File: src/rtl/munoc_burst_error_slave_if.sv
// AXI-style AW/W/B/AR/R handshake bundle between a fabric master and the MUNOC error slave.
// Pure wiring: no latency, no state.
// Backpressure travels on the usual valid/ready pairs.
interface munoc_burst_error_slave_if #(
    parameter int BW_ID      = 4,
    parameter int BW_DATA    = 32,
    parameter int BW_LEN     = 8,
    parameter int BW_NODE_ID = 4
);
    logic [BW_ID-1:0]      awid;
    logic [BW_NODE_ID-1:0] awnode;
    logic                  awvalid;
    logic                  awready;
    logic                  wlast;
    logic                  wvalid;
    logic                  wready;
    logic [BW_ID-1:0]      bid;
    logic [1:0]            bresp;
    logic                  bvalid;
    logic                  bready;
    logic [BW_ID-1:0]      arid;
    logic [BW_LEN-1:0]     arlen;
    logic [BW_NODE_ID-1:0] arnode;
    logic                  arvalid;
    logic                  arready;
    logic [BW_ID-1:0]      rid;
    logic [BW_DATA-1:0]    rdata;
    logic [1:0]            rresp;
    logic                  rlast;
    logic                  rvalid;
    logic                  rready;

    modport master (
        output awid, awnode, awvalid, wlast, wvalid, bready,
        output arid, arlen, arnode, arvalid, rready,
        input  awready, wready, bid, bresp, bvalid,
        input  arready, rid, rdata, rresp, rlast, rvalid
    );

    modport slave (
        input  awid, awnode, awvalid, wlast, wvalid, bready,
        input  arid, arlen, arnode, arvalid, rready,
        output awready, wready, bid, bresp, bvalid,
        output arready, rid, rdata, rresp, rlast, rvalid
    );
endinterface

File: src/rtl/munoc_burst_error_slave.sv
// Small generic FIFO with registered pointers and a combinational head.
// Latency: an entry is visible at the head one cycle after push.
// Backpressure: caller must not push when full or pop when empty.
module munoc_burst_error_slave_fifo #(
    parameter int WIDTH = 8,
    parameter int DEPTH = 4
) (
    input  logic             clk,
    input  logic             rstnn,
    input  logic             push,
    input  logic [WIDTH-1:0] push_dat,
    input  logic             pop,
    output logic             full,
    output logic             empty,
    output logic [WIDTH-1:0] head_dat
);
    localparam int AW = $clog2(DEPTH);

    logic [WIDTH-1:0] mem [DEPTH];
    logic [AW:0]      wr_ptr;
    logic [AW:0]      rd_ptr;

    // Extra MSB on each pointer distinguishes full from empty.
    assign empty    = (wr_ptr == rd_ptr);
    assign full     = (wr_ptr[AW] != rd_ptr[AW]) && (wr_ptr[AW-1:0] == rd_ptr[AW-1:0]);
    assign head_dat = mem[rd_ptr[AW-1:0]];

    always_ff @(posedge clk or negedge rstnn) begin
        if (!rstnn) begin
            wr_ptr <= '0;
            rd_ptr <= '0;
        end else begin
            if (push) wr_ptr <= wr_ptr + (AW+1)'(1);
            if (pop)  rd_ptr <= rd_ptr + (AW+1)'(1);
        end
    end

    always_ff @(posedge clk) begin
        if (push) mem[wr_ptr[AW-1:0]] <= push_dat;
    end
endmodule

// Default/error AXI slave: absorbs bursts to unmapped space, answers DECERR, flags node-ID mismatches.
// Latency: B one cycle after the wlast beat; first R beat one cycle after AR into an empty queue.
// Backpressure: AW/AR stall when their FIFO is full; W stalls while B is held by bready=0.
module munoc_burst_error_slave #(
    parameter int         BW_ID            = 4,
    parameter int         BW_DATA          = 32,
    parameter int         BW_LEN           = 8,
    parameter int         BW_NODE_ID       = 4,
    parameter int         OUTSTANDING      = 4,
    parameter logic [1:0] ERROR_RESP       = 2'b11,
    parameter int         EXPECTED_NODE_ID = -1
) (
    input  logic                          clk,
    input  logic                          rstnn,
    munoc_burst_error_slave_if.slave      bus,
    output logic                          routing_error
);
    localparam bit                    NODE_CHECK = (EXPECTED_NODE_ID >= 0);
    localparam logic [BW_NODE_ID-1:0] EXP_NODE   = BW_NODE_ID'(NODE_CHECK ? EXPECTED_NODE_ID : 0);

    logic              aw_full, aw_empty, aw_push, aw_pop;
    logic [BW_ID-1:0]  aw_head;
    logic              ar_full, ar_empty, ar_push, ar_pop;
    logic [BW_ID+BW_LEN-1:0] ar_head;
    logic [BW_ID-1:0]  ar_head_id;
    logic [BW_LEN-1:0] ar_head_len;
    logic [BW_LEN-1:0] cnt;
    logic              r_hs;

    // ---------------- write side ----------------
    assign bus.awready = !aw_full;
    assign aw_push     = bus.awvalid && !aw_full;
    assign bus.wready  = !aw_empty && (!bus.bvalid || bus.bready);
    assign aw_pop      = bus.wvalid && bus.wready && bus.wlast;
    assign bus.bresp   = ERROR_RESP;

    munoc_burst_error_slave_fifo #(.WIDTH(BW_ID), .DEPTH(OUTSTANDING)) u_aw_fifo (
        .clk      (clk),
        .rstnn    (rstnn),
        .push     (aw_push),
        .push_dat (bus.awid),
        .pop      (aw_pop),
        .full     (aw_full),
        .empty    (aw_empty),
        .head_dat (aw_head)
    );

    // A reload takes priority over the pop so back-to-back responses have no bubble.
    always_ff @(posedge clk or negedge rstnn) begin
        if (!rstnn) begin
            bus.bvalid <= 1'b0;
            bus.bid    <= '0;
        end else if (aw_pop) begin
            bus.bvalid <= 1'b1;
            bus.bid    <= aw_head;
        end else if (bus.bready) begin
            bus.bvalid <= 1'b0;
        end
    end

    // ---------------- read side ----------------
    assign bus.arready = !ar_full;
    assign ar_push     = bus.arvalid && !ar_full;
    assign {ar_head_id, ar_head_len} = ar_head;

    munoc_burst_error_slave_fifo #(.WIDTH(BW_ID+BW_LEN), .DEPTH(OUTSTANDING)) u_ar_fifo (
        .clk      (clk),
        .rstnn    (rstnn),
        .push     (ar_push),
        .push_dat ({bus.arid, bus.arlen}),
        .pop      (ar_pop),
        .full     (ar_full),
        .empty    (ar_empty),
        .head_dat (ar_head)
    );

    assign bus.rvalid = !ar_empty;
    assign bus.rid    = ar_head_id;
    assign bus.rdata  = '0;
    assign bus.rresp  = ERROR_RESP;
    assign bus.rlast  = !ar_empty && (cnt == ar_head_len);
    assign r_hs       = bus.rvalid && bus.rready;
    assign ar_pop     = r_hs && bus.rlast;

    always_ff @(posedge clk or negedge rstnn) begin
        if (!rstnn) begin
            cnt <= '0;
        end else if (r_hs) begin
            cnt <= bus.rlast ? '0 : cnt + BW_LEN'(1);
        end
    end

    // ---------------- routing check ----------------
    generate
        if (NODE_CHECK) begin : g_node_check
            always_ff @(posedge clk or negedge rstnn) begin
                if (!rstnn) begin
                    routing_error <= 1'b0;
                end else if ((aw_push && (bus.awnode != EXP_NODE)) ||
                             (ar_push && (bus.arnode != EXP_NODE))) begin
                    routing_error <= 1'b1;
                end
            end
        end else begin : g_no_node_check
            assign routing_error = 1'b0;
        end
    endgenerate
endmodule

File: src/flat_wrapper.sv
// flat-port wrapper written by rule: the top's interface ports become plain ports
module munoc_burst_error_slave_flat 
#(
    parameter int         BW_ID            = 4,
    parameter int         BW_DATA          = 32,
    parameter int         BW_LEN           = 8,
    parameter int         BW_NODE_ID       = 4,
    parameter int         OUTSTANDING      = 4,
    parameter logic [1:0] ERROR_RESP       = 2'b11,
    parameter int         EXPECTED_NODE_ID = -1
)
  (clk, rstnn, routing_error, bus_awid, bus_awnode, bus_awvalid, bus_wlast, bus_wvalid, bus_bready, bus_arid, bus_arlen, bus_arnode, bus_arvalid, bus_rready, bus_awready, bus_wready, bus_bid, bus_bresp, bus_bvalid, bus_arready, bus_rid, bus_rdata, bus_rresp, bus_rlast, bus_rvalid);
  munoc_burst_error_slave_if #(.BW_ID(BW_ID), .BW_DATA(BW_DATA), .BW_LEN(BW_LEN), .BW_NODE_ID(BW_NODE_ID)) bus_i ();
  input  logic clk;
  input  logic rstnn;
  output logic routing_error;
  input wire logic [$bits(bus_i.awid)-1:0] bus_awid;
  input wire logic [$bits(bus_i.awnode)-1:0] bus_awnode;
  input wire logic [$bits(bus_i.awvalid)-1:0] bus_awvalid;
  input wire logic [$bits(bus_i.wlast)-1:0] bus_wlast;
  input wire logic [$bits(bus_i.wvalid)-1:0] bus_wvalid;
  input wire logic [$bits(bus_i.bready)-1:0] bus_bready;
  input wire logic [$bits(bus_i.arid)-1:0] bus_arid;
  input wire logic [$bits(bus_i.arlen)-1:0] bus_arlen;
  input wire logic [$bits(bus_i.arnode)-1:0] bus_arnode;
  input wire logic [$bits(bus_i.arvalid)-1:0] bus_arvalid;
  input wire logic [$bits(bus_i.rready)-1:0] bus_rready;
  output wire logic [$bits(bus_i.awready)-1:0] bus_awready;
  output wire logic [$bits(bus_i.wready)-1:0] bus_wready;
  output wire logic [$bits(bus_i.bid)-1:0] bus_bid;
  output wire logic [$bits(bus_i.bresp)-1:0] bus_bresp;
  output wire logic [$bits(bus_i.bvalid)-1:0] bus_bvalid;
  output wire logic [$bits(bus_i.arready)-1:0] bus_arready;
  output wire logic [$bits(bus_i.rid)-1:0] bus_rid;
  output wire logic [$bits(bus_i.rdata)-1:0] bus_rdata;
  output wire logic [$bits(bus_i.rresp)-1:0] bus_rresp;
  output wire logic [$bits(bus_i.rlast)-1:0] bus_rlast;
  output wire logic [$bits(bus_i.rvalid)-1:0] bus_rvalid;
  assign bus_i.awid = bus_awid;
  assign bus_i.awnode = bus_awnode;
  assign bus_i.awvalid = bus_awvalid;
  assign bus_i.wlast = bus_wlast;
  assign bus_i.wvalid = bus_wvalid;
  assign bus_i.bready = bus_bready;
  assign bus_i.arid = bus_arid;
  assign bus_i.arlen = bus_arlen;
  assign bus_i.arnode = bus_arnode;
  assign bus_i.arvalid = bus_arvalid;
  assign bus_i.rready = bus_rready;
  assign bus_awready = bus_i.awready;
  assign bus_wready = bus_i.wready;
  assign bus_bid = bus_i.bid;
  assign bus_bresp = bus_i.bresp;
  assign bus_bvalid = bus_i.bvalid;
  assign bus_arready = bus_i.arready;
  assign bus_rid = bus_i.rid;
  assign bus_rdata = bus_i.rdata;
  assign bus_rresp = bus_i.rresp;
  assign bus_rlast = bus_i.rlast;
  assign bus_rvalid = bus_i.rvalid;
  munoc_burst_error_slave #(.BW_ID(BW_ID), .BW_DATA(BW_DATA), .BW_LEN(BW_LEN), .BW_NODE_ID(BW_NODE_ID), .OUTSTANDING(OUTSTANDING), .ERROR_RESP(ERROR_RESP), .EXPECTED_NODE_ID(EXPECTED_NODE_ID)) u_core (.clk(clk), .rstnn(rstnn), .bus(bus_i), .routing_error(routing_error));
endmodule
File: config.mk
export PLATFORM = sky130hd
export DESIGN_NAME = munoc_burst_error_slave_flat
export DESIGN_NICKNAME = d
export VERILOG_FILES = /design/src/rtl/munoc_burst_error_slave_if.sv /design/src/rtl/munoc_burst_error_slave.sv /design/src/flat_wrapper.sv
export SDC_FILE = /design/constraint.sdc
export NUM_CORES = 1
export LEC_CHECK = 0
export BUFFER_PORTS_ARGS = -buffer_cell sky130_fd_sc_hd__buf_2
export CAP_MARGIN = 20
export CORE_MARGIN = 5
export CORE_UTILIZATION = 30
export DETAILED_ROUTE_END_ITERATION = 12
export PLACE_DENSITY = 0.58
export SYNTH_ARGS = -nofsm -noshare
export SYNTH_HDL_FRONTEND = slang
export SYNTH_HIERARCHICAL = 1
export SYNTH_SLANG_ARGS = --single-unit
File: constraint.sdc
create_clock -name clk -period 2.15 [get_ports clk]
set_input_delay 0.215 -clock clk [delete_from_list [all_inputs] [get_ports clk]]
set_output_delay 0.215 -clock clk [all_outputs]
set_load 0.01 [all_outputs]
==> reports/metrics.cfg <==
[setup_path]
path_cells = buf_6 > buf_6 > mux4_2 > xnor2_1 > nand4_1 > nor3_2 > buf_2
cp.arrival_ns = 2.22
path_max_fanout = 2
cp-start-kind = flop
startpoint = u_core/u_ar_fifo/rd_ptr[0]
crit_slowest_cell = mux4_2
endpoint_kind = output pin
path_common_cell = buf_6
max_stage_delay_ns = 0.50
r2r_start = u_core/u_ar_fifo/rd_ptr[0]
critPathRequiredTime_ns = 1.93
path_class = flop to output pin

[finish]
final_layout_size_suffix_gt1_frac = 0.3544
antennaDiodeCount = 0
area_growth_pct = 22.50
layout.nets = 371
fillers = 1253
seq_area_sq_mm = 0.002549
multiInputGateArea_sq_mm = 0.001318
fin_util = 0.3745

[synth]
async_flop_share = 0.2809
synth_top_area_share = 0.4747
synth_edf_count = 64
syn_area_per_cell_sq_um = 15.82
yosysMostFrequentCell = edfxtp_1
yosysSeqAreaShare = 0.6292
ys_types = 29
ys_ff_latch = 89
netlist_area_sq_mm = 0.004049
syn_inst = 256
synth_top_area_cell = edfxtp_1
yosysWarnings = 6
ys.flop_type = edfxtp_1
synth_common_cells = edfxtp_1 (64), buf_4 (39), dfrtp_1 (25)
synthTopCellsByArea = edfxtp_1 (47%), dfrtp_1 (15%), buf_4 (7.2%)

[clock_tree]
clockBufferDepth = 2
numCtsBuffers = 9
clk_pin_slew_ns = 0.07
cts_root_buf = clkbuf_16
cts_max_level = 3
cts_tree = yes
cts.sink_count = 89
clk_latency_ns = 0.33

[detailed_routing]
dr.pass1.iters = 6
ant_nets = 0
wire_per_inst_microns = 13.67
drt-initial-drc-count = 126
drt-total-wl_mm = 6.956
post-route-drc-count = 0
vias = 2119
via_per_inst = 4.163

[power]
switchingPower_mw = 2.133
p_int_mw = 4.604
peakVddDrop_mv = 0.6576
p_clk_frac = 0.242
p_leak_nw = 1.968
powerDensity_mw_per_mm2 = 1358
p_comb_frac = 0.368
power_frac_seq = 0.390
power_mw = 6.737
sw_frac_of_total = 0.3166

[flow_run]
cap_violations = 0

[sta]
rsz0062_at_grt = yes
fmax_mhz = 411.1
slew_viol_final = 0
setup_ws_ns = -0.2826
worstMarginPinSlew_ns = 0.5928
fin_hold_ws_ns = 0.09085
max_slew_margin = 0.6048
setup_tns_ns = -1.032
finalCritPeriodShare = 1.131
setup_viol = 12
clock_skew_ns = 0.004977
finalHoldViolCount = 0
period_minus_slack_ns = 2.433

[global_route]
grt_pass1_vias = 2158
grt_start_max_net_pins = 26
grt_pass1_wl_mm = 11.39
grt-ovfl-total = 0
grt_use_total = 0.09235
antenna_found_initial = 0

[floorplan]
die_y_microns = 126.2
initial_core_util = 0.3057
die_x_microns = 126.2
rows = 42
num_io_pins = 83
dieArea_sq_mm = 0.01592
core_sq_mm = 0.01324

[status]
violations = setup timing
status = finished, violations left

[min_path]
hold_start = bus_arid[0]
hp-class = primary input to flop

[placement]
gp_congestion = 0.7631
dp_hpwl_mm = 4.910
portBuffers = 37

[path summary, 6_finish.rpt]
path,end,slack [ns],cells past startpoint
max,bus_rlast,-0.28,7
min,u_core/u_ar_fifo/mem[2][8],0.09,1
max reg2reg,u_core/u_ar_fifo/rd_ptr[1],-0.13,8
min reg2reg,u_core/u_aw_fifo/rd_ptr[2],0.49,1
max in group asynchronous,u_core/u_ar_fifo/rd_ptr[1],1.31,2
min in group asynchronous,u_core/bus.bid[3],0.41,2
[worst max-delay path: cells and delay by family (launching register included)]
family                 cells  cell delay, ns
buffers and inverters      3            0.38
AND/OR/NAND/NOR            2            0.43
XOR/XNOR                   1            0.15
multiplexers               1            0.50
flip-flops                 1            0.42
[placed cells by master, fill, tap and decap left out, types with 2 or more instances in the layout]
master,netlist,layout
buf_2,1,37
and3_1,3,3
nor2b_1,2,2
mux2_2,7,6
o21ai_0,6,3
inv_8,0,4
mux4_2,12,13
and2_1,8,8
a21oi_2,1,6
buf_12,1,6
xnor2_2,0,2
conb_1,2,37
xnor2_1,12,10
o21ai_1,0,3
inv_1,8,8
nand4_1,5,5
ha_1,11,11
nor3b_1,2,2
nand2b_1,2,2
clkinv_4,0,2
nor3_2,0,2
buf_6,2,4
nand2_1,10,10
nor3_1,5,2
clkbuf_16,0,9
dfrtp_1,25,24
buf_4,39,20
edfxtp_1,64,64
mux4_1,4,3
xor2_1,14,14
[layer usage]
layer,GRT usage,routed length (microns),up-vias
met2,0.1468,3313,74
met3,0.03048,481,6
li1,-,-,998
met5,0,0,-
met1,0.1180,3068,1041
met4,0.03407,92,0
[metrics by stage]
stage | cells | area (sq um) | worst slack [ns]
2_1_floorplan | 291 | 4189 | -0.03338
3_3_place_gp | 482 | 4487 | -0.1005
3_5_place_dp | 482 | 4487 | -0.1459
4_1_cts | 509 | 4941 | -0.2867
5_1_grt | 509 | 4960 | -0.4438
6_report | 509 | 4960 | -0.2826
[cell families after synthesis]
group,synth area share
flip-flops,0.6292
AND/OR/NAND/NOR,0.05624
XOR/XNOR,0.05624
multiplexers,0.1122
other,0.001855
adder cells (fa/ha/maj),0.03399
buffers and inverters,0.09147
AO/OA/AOI/OAI,0.01885
[power by group through the flow]
stage / Clock [mW] / Sequential (mW) / Combinational (mW)
floorplan: 0 / 2.59 / 1.52
global placement: 0 / 2.64 / 2.21
detailed placement: 0 / 2.66 / 2.24
CTS: 1.67 / 2.63 / 2.48
global route: 1.75 / 2.69 / 2.75
finish: 1.63 / 2.63 / 2.48
[sequential cells by signal, indices dropped and copies added (netlist names)]
name	flops
u_core/u_aw_fifo/wr_ptr	3
u_core/u_ar_fifo/mem	48
u_core/bus.bid	4
u_core/cnt	8
u_core/bus.bvalid	1
u_core/u_ar_fifo/wr_ptr	3
u_core/u_aw_fifo/rd_ptr	3
u_core/u_ar_fifo/rd_ptr	3
u_core/u_aw_fifo/mem	16
[layout make-up]
class,instances,share of cell area
clock inverter,7,0.01867
clock buffer,9,0.04541
multi-input combinational,151,0.2656
tap,176,0.04440
timing repair buffer,69,0.1060
inverter,8,0.006054
sequential,89,0.5139
[timing repair]
item,CTS,global route
endpoints found under the setup margin,9,12
buffers inserted,10,0
pin swaps,11,3
hold buffers,1,0
gates resized for setup,18,4
hold endpoints to repair,25,0
Note: power is estimated with default switching activity, not from simulation.
